[src/rtl/watch_fnd_ctrl.sv]
// watch_fnd_ctrl: binary sec/min/hour -> BCD (sequential double-dabble) -> 6-digit multiplexed active-low FND; optional blink via WATCH_FND_BLINK_EN.
// Latency: 20 cycles from input change to new segments; no backpressure, inputs are resampled only while IDLE (o_busy low).
module watch_fnd_ctrl #(
  parameter int P_SEC_BIT   = 6,
  parameter int P_MIN_BIT   = 6,
  parameter int P_HOUR_BIT  = 5,
  parameter int P_SCAN_CYC  = 1000,
  parameter int P_BLINK_RND = 32
) (
  input  logic                  clk,
  input  logic                  reset,
  input  logic                  i_run_en,
  input  logic [P_SEC_BIT-1:0]  i_sec,
  input  logic [P_MIN_BIT-1:0]  i_min,
  input  logic [P_HOUR_BIT-1:0] i_hour,
  output logic [5:0]            o_fnd_com,
  output logic [7:0]            o_fnd_seg,
  output logic                  o_busy
);

  typedef enum logic [1:0] {S_IDLE, S_CONV, S_DONE} state_t;

  typedef struct packed {
    logic [3:0] tens;
    logic [3:0] ones;
  } bcd2_t;

  localparam int             SCW       = $clog2(P_SCAN_CYC);
  localparam logic [SCW-1:0] SCAN_LAST = SCW'(P_SCAN_CYC - 1);

  logic [5:0]      sec_w, min_w, hour_w;
  state_t          st_q;
  logic [5:0]      sec_q, min_q, hour_q;
  logic [17:0]     sh_q;
  logic [4:0]      it_q;
  bcd2_t           acc_q, acc_d;
  logic [7:0]      acc_adj;
  bcd2_t           sec_bcd_q, min_bcd_q;
  logic [5:0][3:0] disp_q;
  logic            busy_q;
  logic            in_diff;

  logic [SCW-1:0]  cnt_q, cnt_d;
  logic [2:0]      dig_q, dig_d;
  logic            scan_wrap;
  logic            com_off;
  logic [5:0]      com_q;
  logic [7:0]      seg_q;
  logic            dp_n;

  assign sec_w  = 6'(i_sec);
  assign min_w  = 6'(i_min);
  assign hour_w = 6'(i_hour);

  assign in_diff = {hour_w, min_w, sec_w} != {hour_q, min_q, sec_q};

  function automatic logic [3:0] add3(input logic [3:0] n);
    return (n >= 4'd5) ? n + 4'd3 : n;
  endfunction

  function automatic logic [6:0] seg7(input logic [3:0] n);
    case (n)
      4'd0:    seg7 = 7'h40;
      4'd1:    seg7 = 7'h79;
      4'd2:    seg7 = 7'h24;
      4'd3:    seg7 = 7'h30;
      4'd4:    seg7 = 7'h19;
      4'd5:    seg7 = 7'h12;
      4'd6:    seg7 = 7'h02;
      4'd7:    seg7 = 7'h78;
      4'd8:    seg7 = 7'h00;
      4'd9:    seg7 = 7'h10;
      default: seg7 = 7'h7F;
    endcase
  endfunction

  // One double-dabble step: add-3 on both nibbles, then shift in the next MSB.
  always_comb begin
    acc_adj = {add3(acc_q.tens), add3(acc_q.ones)};
    acc_d   = {acc_adj[6:0], sh_q[17]};
  end

  always_ff @(posedge clk or posedge reset) begin
    if (reset) begin
      st_q      <= S_IDLE;
      sec_q     <= '0;
      min_q     <= '0;
      hour_q    <= '0;
      sh_q      <= '0;
      it_q      <= '0;
      acc_q     <= '0;
      sec_bcd_q <= '0;
      min_bcd_q <= '0;
      disp_q    <= '0;
      busy_q    <= 1'b0;
    end else begin
      case (st_q)
        S_IDLE: begin
          if (in_diff) begin
            sec_q  <= sec_w;
            min_q  <= min_w;
            hour_q <= hour_w;
            sh_q   <= {sec_w, min_w, hour_w};
            it_q   <= '0;
            acc_q  <= '0;
            busy_q <= 1'b1;
            st_q   <= S_CONV;
          end
        end
        S_CONV: begin
          sh_q  <= {sh_q[16:0], 1'b0};
          it_q  <= it_q + 5'd1;
          acc_q <= acc_d;
          // Each field's last bit parks its BCD pair and restarts the accumulator.
          case (it_q)
            5'd5: begin
              sec_bcd_q <= acc_d;
              acc_q     <= '0;
            end
            5'd11: begin
              min_bcd_q <= acc_d;
              acc_q     <= '0;
            end
            5'd17:   st_q <= S_DONE;
            default: ;
          endcase
        end
        S_DONE: begin
          disp_q <= {acc_q, min_bcd_q, sec_bcd_q};
          busy_q <= 1'b0;
          st_q   <= S_IDLE;
        end
        default: st_q <= S_IDLE;
      endcase
    end
  end

  assign scan_wrap = (cnt_q == SCAN_LAST);

  always_comb begin
    cnt_d = scan_wrap ? '0 : cnt_q + SCW'(1);
    dig_d = dig_q;
    if (scan_wrap) begin
      dig_d = (dig_q == 3'd5) ? 3'd0 : dig_q + 3'd1;
    end
  end

  always_ff @(posedge clk or posedge reset) begin
    if (reset) begin
      cnt_q <= '0;
      dig_q <= '0;
    end else begin
      cnt_q <= cnt_d;
      dig_q <= dig_d;
    end
  end

`ifdef WATCH_FND_BLINK_EN
  localparam int RNW = $clog2(P_BLINK_RND) + 1;

  logic [RNW-1:0] rnd_q;
  logic           blank_q;
  logic           round_wrap;

  assign round_wrap = scan_wrap && (dig_q == 3'd5);

  always_ff @(posedge clk or posedge reset) begin
    if (reset) begin
      rnd_q   <= '0;
      blank_q <= 1'b0;
    end else if (round_wrap) begin
      if (rnd_q == RNW'(P_BLINK_RND - 1)) begin
        rnd_q   <= '0;
        blank_q <= ~blank_q;
      end else begin
        rnd_q <= rnd_q + RNW'(1);
      end
    end
  end

  // A running watch is never blanked; the phase keeps counting regardless.
  assign com_off = blank_q & ~i_run_en;
`else
  logic unused_blink;

  assign unused_blink = i_run_en & (P_BLINK_RND > 0);
  assign com_off      = 1'b0;
`endif

  assign dp_n = ~((dig_q == 3'd2) | (dig_q == 3'd4));

  always_ff @(posedge clk or posedge reset) begin
    if (reset) begin
      com_q <= 6'h3F;
      seg_q <= 8'hFF;
    end else begin
      com_q <= com_off ? 6'h3F : ~(6'd1 << dig_q);
      seg_q <= {dp_n, seg7(disp_q[dig_q])};
    end
  end

  assign o_fnd_com = com_q;
  assign o_fnd_seg = seg_q;
  assign o_busy    = busy_q;

endmodule

[config.mk]
export PLATFORM = sky130hd
export DESIGN_NAME = watch_fnd_ctrl
export DESIGN_NICKNAME = d
export VERILOG_FILES = /design/src/rtl/watch_fnd_ctrl.sv
export SDC_FILE = /design/constraint.sdc
export NUM_CORES = 1
export LEC_CHECK = 0
export ABC_AREA = 1
export CAP_MARGIN = 20
export CELL_PAD_IN_SITES_DETAIL_PLACEMENT = 2
export CELL_PAD_IN_SITES_GLOBAL_PLACEMENT = 2
export CORE_ASPECT_RATIO = 1.5
export CORE_MARGIN = 4
export CORE_UTILIZATION = 36
export DETAILED_ROUTE_END_ITERATION = 8
export GPL_TIMING_DRIVEN = 0
export PLACE_DENSITY_LB_ADDON = 0.1
export SYNTH_ARGS = -nofsm -noshare
export SYNTH_HDL_FRONTEND = slang
export SYNTH_SLANG_ARGS = --single-unit
[constraint.sdc]
create_clock -name clk -period 4.53 [get_ports clk]
set_clock_uncertainty 0.15 [all_clocks]
set_input_delay 0.453 -clock clk [delete_from_list [all_inputs] [get_ports clk]]
set_output_delay 0.453 -clock clk [all_outputs]
set_load 0.05 [all_outputs]
### Word level (Yosys, flattened, before mapping)

Memory sizes are Yosys's and may differ from the RTL's. A register that Yosys moved wholly into a read port is not among the register bits.
Index checks and enable logic that the tools add are counted.

* bits in registers: 118
* memory bits (read-only): 112
* input bits: 20
* output and inout port bits: 15
* logic and storage cells: 76
* memories kept: 1

Memory list
* (name not given): words 16, width 7, read ports 1, clocked after Yosys merged registers in 1, write ports 0, RTL line 62 `case (n)`

* $add $sub $neg: 5
* magnitude comparators: 3
* eq/ne operators: 12
* shifts and indexed selects: 1
* multiplexer cells: 18
* bitwise operators: 3
* reduce and logical (&&, ||, !) cells: 10

Operators with widths (count)
* 18-bit one-hot mux with 2 select lines: 1
* 18-bit 2-to-1 mux: 1
* 17-bit inequality test: 1
* 8-bit 2-to-1 mux: 2
* 8-bit one-hot mux with 2 select lines: 1
* 4-bit binary-select mux with 3-bit select: 1
* 2-bit AND reduction: 6
* 10-bit by 1-bit adder with 10-bit output, second input constant: 1
* 10-bit == test, second input constant: 1
* 10-bit 2-to-1 mux: 1
* 5-bit one-hot mux with 2 select lines: 1
* 4-bit by 3-bit >= comparator with 1-bit output, second input constant: 2
* 4-bit 2-to-1 mux: 2
* 3-bit == test, second input constant: 2
* 3-bit 2-to-1 mux: 2
* 6-bit inverter: 1
* 1-bit by 3-bit left shift with 6-bit output, first input constant: 1
* 5-bit by 1-bit adder with 5-bit output, second input constant: 1
* 5-bit by 3-bit == test with 1-bit output, second input constant: 1
* 5-bit by 4-bit == test with 1-bit output, second input constant: 1
* 5-bit == test, second input constant: 1
* 5-bit 2-to-1 mux: 1
* 4-bit by 2-bit adder with 4-bit output, second input constant: 1
* 3-bit by 4-bit < comparator with 1-bit output, second input constant: 1
* other kinds (16): 18

### Logic depth before layout (Yosys ltp)

Gate-level depths: netlist of run 1.

* word-level depth: 4
* depth in mapped cells: 13
* mapped depth without buffers: 13

### Least setup slack after synthesis of run 1

Ideal clock, no wire load.

* kind: flip-flop to flip-flop
* from: register dig_q[1]
* to: register seg_q[3] (netlist: o_fnd_seg[3])
* library setup time: 0.061 ns
* arrival: 1.530 ns
* data required time: 4.319 ns
* slack: 2.789 ns
* cell stages (with the launch flop): 11
* path buffers: 0
* period minus slack after synthesis: 1.741 ns
* cell sequence: dfrtp_1 -> nor2_4 -> nand2_1 -> nor2_1 -> a21oi_1 -> nand2_1 -> inv_2 -> ha_1 -> nand2_1 -> nand3_1 -> nand2_1

* longest elaborated chain between the ends: 2

Ends and longest elaborated chain
* start: declaration: RTL line 44 `logic [2:0] dig_q, dig_d;`
* start signal: assignment: RTL line 154 `dig_q <= dig_d;`
* 4-bit binary-select mux with 3-bit select: RTL line 198 `seg_q <= {dp_n, seg7(disp_q[dig_q])};`
* 4-bit 2-to-1 mux (not written as such): RTL line 198
* end: declaration: RTL line 48 `logic [7:0] seg_q;`

Every way passes these cells. The select of a mux whose other input is x is not followed.
A chain may end at the register's enable or synchronous reset.

### Worst setup path after layout of run 1

* from: register seg_q[1] (netlist: o_fnd_seg[1])
* to: output o_fnd_seg[1]

RTL lines
* end: declaration: RTL line 17 `output logic [7:0] o_fnd_seg,`

No word-level cell between the ends.

==> impl_metrics.csv, run 1 <==
group,metric,value,unit
drt,vias,4741,
worst_setup_path,critPathMaxFanout,1,
worst_setup_path,cp_cell_sequence,"clkdlybuf4s50_1",
placement,port_buffers,33,
yosys,synth_cell_types,32,
floorplan,die_x,110,um
global_routing,grt_pass1_wl,28200,um
cells_and_area,final_cell_mix,"nand2_1 (243), dfrtp_1 (104), inv_1 (78)",
timing,min_period,2.34,ns
yosys,synthesis.area,0.00559,mm2
timing,timing.final.crit_share,0.517,
placement,dp_hpwl,12100,um
drt,drcViolationCount,0,
drt,ant_nets,0,
pwr,p_comb_frac,0.335,
yosys,syn_inst,688,
clock_network,cts_max_path_buffers,2,
floorplan,design.die.area,0.0176,mm2
clock_network,cts_sinks,118,
status,status,"complete, no violations",
clock_network,cts_setup_buffers,0,
yosys,synth_nets,721,
global_routing,grt_max_degree,70,
pwr,switching_share,0.386,
yosys,synth_edf_count,0,
timing,setup_viol,0,
floorplan,fp.dieH,161,um
pwr,p_leak,3.43,nW
worst_setup_path,slowest_stage,"clkdlybuf4s50_1",
pwr,p_int,2.77,mW
yosys,synth.avg_cell_area,8.13,um2
pwr,power_density,666,mW/mm2
pwr,power,4.52,mW
worst_setup_path,path_class,"flop to output pin",
timing,setup_ws,2.19,ns
clock_network,clk_pin_slew,0.06,ns
yosys,synthXorXnorAreaFrac,0.0110,
floorplan,core,0.0151,mm2
floorplan,rows,55,
worst_setup_path,startpoint_type,"flop",
global_routing,gr-total-overflow,0,
clock_network,htree_num_levels,4,
job,maxCapViolations,0,
yosys,synthArstFlopShare,1.00,
timing,fmaxAchievable,0.427,GHz
yosys,synth_top_family_by_area,"simple AND/OR/NAND/NOR gates",
worst_setup_path,crit_required,3.93,ns
yosys,synth_fa_ha_area_frac,0.0291,
cells_and_area,drive_gt1_frac,0.110,
yosys,muxShareOfSynthArea,0,
yosys,synth_compound_area_frac,0.0900,
worst_setup_path,slowest_delay,0.80,ns
drt,avgViaCountPerCell,4.97,
global_routing,grt_util_all_layers,0.208,
worst_setup_path,crit_path_end_kind,"output pin",
worst_hold_path,min-delay-path-class,"input pin to asynchronous set/reset pin",
drt,routedWlPerCell,17.4,um
pwr,irDropWorstVdd,292,uV
cells_and_area,area_growth,21.3,%
yosys,synthFlopType,"dfrtp_1",
cells_and_area,nets,774,
global_routing,grt_pass1_vias,5561,
floorplan,initial_core_util,0.369,
global_routing,antenna_found_initial,0,
cells_and_area,antennaDiodeCount,0,
drt,drtPass1Iterations,4,
worst_setup_path,critical-path-top-delay-family,"buffers and inverters",
placement,gp_congestion,0.755,
yosys,ys_seq_area_frac,0.531,
placement,pre_cts_ws,1.89,ns
floorplan,ioPinCount,35,
timing,final_max_slew_viol_count,0,
drt,wirelength,16600,um
clock_network,cts_tree,"done",
clock_network,cts-hold-fix-buffers,0,
yosys,synth-seq-cells,118,
pwr,power_switching,1.74,mW
timing,hold_viol_final,0,
clock_network,cts-root-buf,"clkbuf_16",
pwr,seqPwrFrac,0.372,
clock_network,insertion_delay,0.42,ns
worst_setup_path,arrival,1.74,ns
clock_network,cts_buffers,17,
pwr,clkPwrFrac,0.293,
yosys,yosysWarnings,0,
worst_setup_path,crit_buf_inv,1,
cells_and_area,final_common_cell,"nand2_1",
clock_network,cts.repair.resized,0,
drt,drt_iter0_drc,141,
timing,slew_headroom,0.604,
timing,tightest_slew,0.595,ns
yosys,synth-simple-area-share,0.255,
timing,rsz0062_at_grt,"no",
## stage by stage
step | utilization | instance area (um2) | setup TNS [ns] | hold slack [ns] | instances
6_report | 0.448 | 6780 | 0 | 0.308 | 953
5_1_grt | 0.448 | 6780 | 0 | 0.348 | 953
4_1_cts | 0.448 | 6780 | 0 | 0.331 | 953
3_5_place_dp | 0.410 | 6200 | 0 | 0.311 | 921
3_3_place_gp | 0.408 | 6170 | -107.69 | 0.305 | 920
2_1_floorplan | - | 5590 | 0 | 0.292 | 688
## state kept, by name, summed over array words and instances, names as in the netlist, 8 cells and up
signal / cells
disp_q: 24
sh_q: 18
cnt_q: 10
acc_q: 8
min_bcd_q: 8
o_fnd_seg: 8
sec_bcd_q: 8
## cell usage after synthesis, types with 2 or more instances
cell type	number	area [um2]
inv_2	10	37.5
a21oi_1	9	45.0
ha_1	13	163
xor2_1	5	43.8
nor2_2	4	25.0
nand3_1	44	220
dfstp_2	14	368
clkbuf_1	8	30.0
nand2_1	243	912
buf_6	6	67.6
a22oi_1	2	15.0
o21ai_1	8	40.0
nor3_1	7	35.0
buf_2	5	25.0
xnor2_1	2	17.5
nand4_1	8	50.1
inv_1	79	297
dfrtp_1	104	2600
nor2_1	27	101
or2_0	2	12.5
or2_2	3	18.8
o21ai_0	71	355
a22oi_2	2	25.0
nand2_2	4	25.0
## cells by family after synthesis
| group | after synthesis |
|---|---|
| and+or+nand+nor | 345 |
| DFF | 118 |
| buffers and inverters | 110 |
| AOI/OAI and AO/OA | 95 |
| adders and majority gates | 13 |
| xor gates and xnor gates | 7 |
## layer usage
| metal | up-vias | GRT usage | share of wire |
|---|---|---|---|
| met5 | - | 0 | 0 |
| met3 | 18 | 0.0382 | 0.019 |
| met2 | 48 | 0.425 | 0.62 |
| met4 | 0 | 0.0613 | 0.014 |
| met1 | 2412 | 0.200 | 0.35 |
| li1 | 2263 | - | - |
## power by group through the flow
stage | combinational (mW) | clock [mW] | sequential (mW)
4_1_cts | 1.56 | 1.35 | 1.69
5_1_grt | 1.75 | 1.41 | 1.73
6_report | 1.51 | 1.32 | 1.68
3_5_place_dp | 1.54 | 0 | 1.69
2_1_floorplan | 0.947 | 0 | 1.74
3_3_place_gp | 1.43 | 0 | 1.66
## final timing paths
| kind | start | to | slack [ns] | depth (start not counted) |
|---|---|---|---|---|
| setup / recovery | o_fnd_seg[1] | o_fnd_seg[1] | 2.19 | 1 |
| hold / removal | reset | hour_q[3] | 0.31 | 2 |
| setup reg to reg | dig_q[1] | o_fnd_seg[6] | 2.30 | 12 |
| hold reg to reg | sec_bcd_q[6] | disp_q[6] | 0.33 | 2 |
| max in group asynchronous | reset | o_fnd_seg[7] | 3.17 | 3 |
| min in group clk | sec_bcd_q[6] | disp_q[6] | 0.33 | 2 |
## area by class of cell
type | instances | area (um2)
fillers | 1728 | 8360
flip-flops and latches | 118 | 2970
multi-input cells | 460 | 2150
clock buffers | 20 | 447
repair buffers | 34 | 358
inverters | 89 | 339
well taps | 199 | 249
plain buffers | 21 | 134
clock inverters | 12 | 130
No activity file was read; power rests on OpenSTA's default activity.
==> run 2, diff against run 1 <==
==> constraint.sdc (replaced) <==
create_clock -name clk -period 2.4 [get_ports clk]
set_clock_uncertainty 0.15 [all_clocks]
set_input_delay 0.24 -clock clk [delete_from_list [all_inputs] [get_ports clk]]
set_output_delay 0.24 -clock clk [all_outputs]
set_load 0.05 [all_outputs]
==> impl_metrics.csv, run 2 (same netlist as run 1, synthesis figures left out) <==
group,metric,value,unit
drt,drtPass1Iterations,5,
worst_setup_path,reg2reg_depth,10,
cells_and_area,drive_gt1_frac,0.112,
placement,dp_hpwl,12500,um
worst_setup_path,reg2reg_from,"dig_q[0]",
clock_network,cts_buffers,17,
worst_setup_path,crit_path_end_kind,"flop",
worst_setup_path,crit_cells,10,
cells_and_area,top_regs,"disp_q: 24 flops, sh_q: 18 flops, cnt_q: 10 flops",
drt,drt_iter0_drc,112,
worst_hold_path,min-delay-path-class,"input pin to asynchronous set/reset pin",
worst_setup_path,critical-path-top-delay-family,"simple AND/OR/NAND/NOR gates",
worst_setup_path,crit_buf_inv,1,
drt,drcViolationCount,0,
floorplan,rows,55,
placement,pre_cts_ws,-0.00701,ns
worst_setup_path,startpoint,"dig_q[0]",
cells_and_area,fill_cells,1712,
drt,avgViaCountPerCell,4.97,
timing,hold_viol_final,0,
clock_network,insertion_delay,0.42,ns
global_routing,gr-total-overflow,0,
global_routing,grt_max_degree,45,
timing,fmaxAchievable,0.460,GHz
drt,vias,4745,
timing,fin_hold_ws,0.0366,ns
worst_setup_path,critPathMaxFanout,5,
worst_setup_path,arrival,2.38,ns
clock_network,cts_sinks,118,
placement,port_buffers,33,
cells_and_area,regMostFlops,"disp_q",
worst_setup_path,slowest_delay,0.46,ns
timing,tns,0,ns
timing,setup_ws,0.224,ns
drt,wirelength,16600,um
worst_setup_path,startpoint_type,"flop",
placement,dpl-instance-area,0.00623,mm2
timing,rsz0062_at_grt,"no",
status,status,"complete, no violations",
floorplan,die_x,110,um
clock_network,htree_num_levels,4,
placement,gp_congestion,0.760,
cells_and_area,fin_cells,955,
job,maxCapViolations,0,
global_routing,grt_pass1_vias,5558,
clock_network,cts_tree,"done",
worst_setup_path,r2r_slack,0.22,ns
worst_setup_path,cp_cell_sequence,"nor2_2 -> a22oi_1 -> nand2_1 -> nand2_1 -> nand2_1 -> inv_2 -> ha_1 -> nand2_1 -> nand3_1 -> nand2_1",
clock_network,cts_setup_buffers,0,
floorplan,core,0.0151,mm2
cells_and_area,final_common_cell,"nand2_1",
timing,min_period,2.18,ns
pwr,p_leak,3.43,nW
cells_and_area,nets,776,
pwr,power_density,1240,mW/mm2
worst_setup_path,slowest_stage,"dfrtp_1",
clock_network,cts_max_path_buffers,2,
floorplan,initial_core_util,0.369,
drt,routedWlPerCell,17.4,um
cells_and_area,area_growth,21.5,%
global_routing,grt_util_all_layers,0.209,
floorplan,design.die.area,0.0176,mm2
cells_and_area,final_cell_area,0.00679,mm2
timing,tightest_slew,0.590,ns
timing,final_max_slew_viol_count,0,
worst_setup_path,crit_required,2.61,ns
cells_and_area,final_cell_mix,"nand2_1 (243), dfrtp_1 (104), inv_1 (78)",
drt,ant_nets,0,
clock_network,cts-root-buf,"clkbuf_16",
clock_network,clk_pin_slew,0.05,ns
floorplan,ioPinCount,35,
cells_and_area,antennaDiodeCount,0,
timing,timing.final.crit_share,0.907,
global_routing,grt_pass1_wl,28200,um
worst_setup_path,path_class,"flop to flop",
worst_setup_path,critical_path.reg2reg.endpoint,"o_fnd_seg[3]",
placement,placed_cells_incl_taps,923,
pwr,irDropWorstVdd,447,uV
worst_setup_path,crit_path_end,"o_fnd_seg[3]",
floorplan,fp.dieH,161,um
global_routing,antenna_found_initial,0,
timing,setup_viol,0,
cells_and_area,largest_reg_flops,24,
timing,slew_headroom,0.607,
worst_setup_path,critical_path.most_common_cell,"nand2_1",
[run 2: per-stage QoR]
stage / util / power, mW
2_1_floorplan: - / 5.08
3_3_place_gp: 0.408 / 5.83
3_5_place_dp: 0.412 / 6.12
4_1_cts: 0.448 / 8.59
5_1_grt: 0.449 / 9.12
6_report: 0.449 / 8.43
[run 2: worst min-delay path by stage]
stage | from | endpoint | slack, ns | cells after the start
after floorplan | i_hour[0] | hour_q[0] | 0.22 | 2
after global placement | min_bcd_q[2] | disp_q[10] | 0.30 | 2
after detailed placement | min_bcd_q[2] | disp_q[10] | 0.32 | 2
after CTS | reset | min_bcd_q[1] | 0.04 | 2
after global routing | reset | min_bcd_q[1] | 0.07 | 2
final | reset | min_bcd_q[1] | 0.04 | 2
[run 2: repair_timing]
action | in CTS | in global routing
gates resized for setup | 0 | 1
endpoints found under the setup margin | 0 | 4
hold buffers | 0 | 0
[run 2: layout make-up]
class                           count  area (um2)  share of cell area
Sequential cell                   118        2970               0.437
Multi-Input combinational cell    460        2160               0.317
Clock buffer                       22         474              0.0698
Timing Repair Buffer               36         390              0.0575
Inverter                           89         338              0.0498
Tap cell                          199         249              0.0367
Buffer                             21         134              0.0197
Clock inverter                     10        78.8              0.0116
[run 2: worst reg2reg max path, delay by kind of cell (launching register included)]
family / cells / cell delay, ns
DFF: 1 / 0.46
buffers and inverters: 1 / 0.08
and+or+nand+nor: 7 / 0.99
adders and majority gates: 1 / 0.29
AOI/OAI and AO/OA: 1 / 0.16
[run 2: power by group]
| part | total (mW) | leakage [nW] | internal, mW | switching (mW) |
|---|---|---|---|---|
| Clock | 2.39 | 0.273 | 1.49 | 0.899 |
| Combinational | 2.87 | 1.71 | 0.967 | 1.90 |
| Sequential | 3.18 | 1.45 | 2.72 | 0.457 |
[run 2: metal layers]
metal	global-route usage	share of wire	vias to the layer above
li1	-	-	2275
met1	0.201	0.35	2390
met2	0.416	0.61	51
met3	0.0406	0.019	29
met4	0.0771	0.025	0
met5	0	0	-
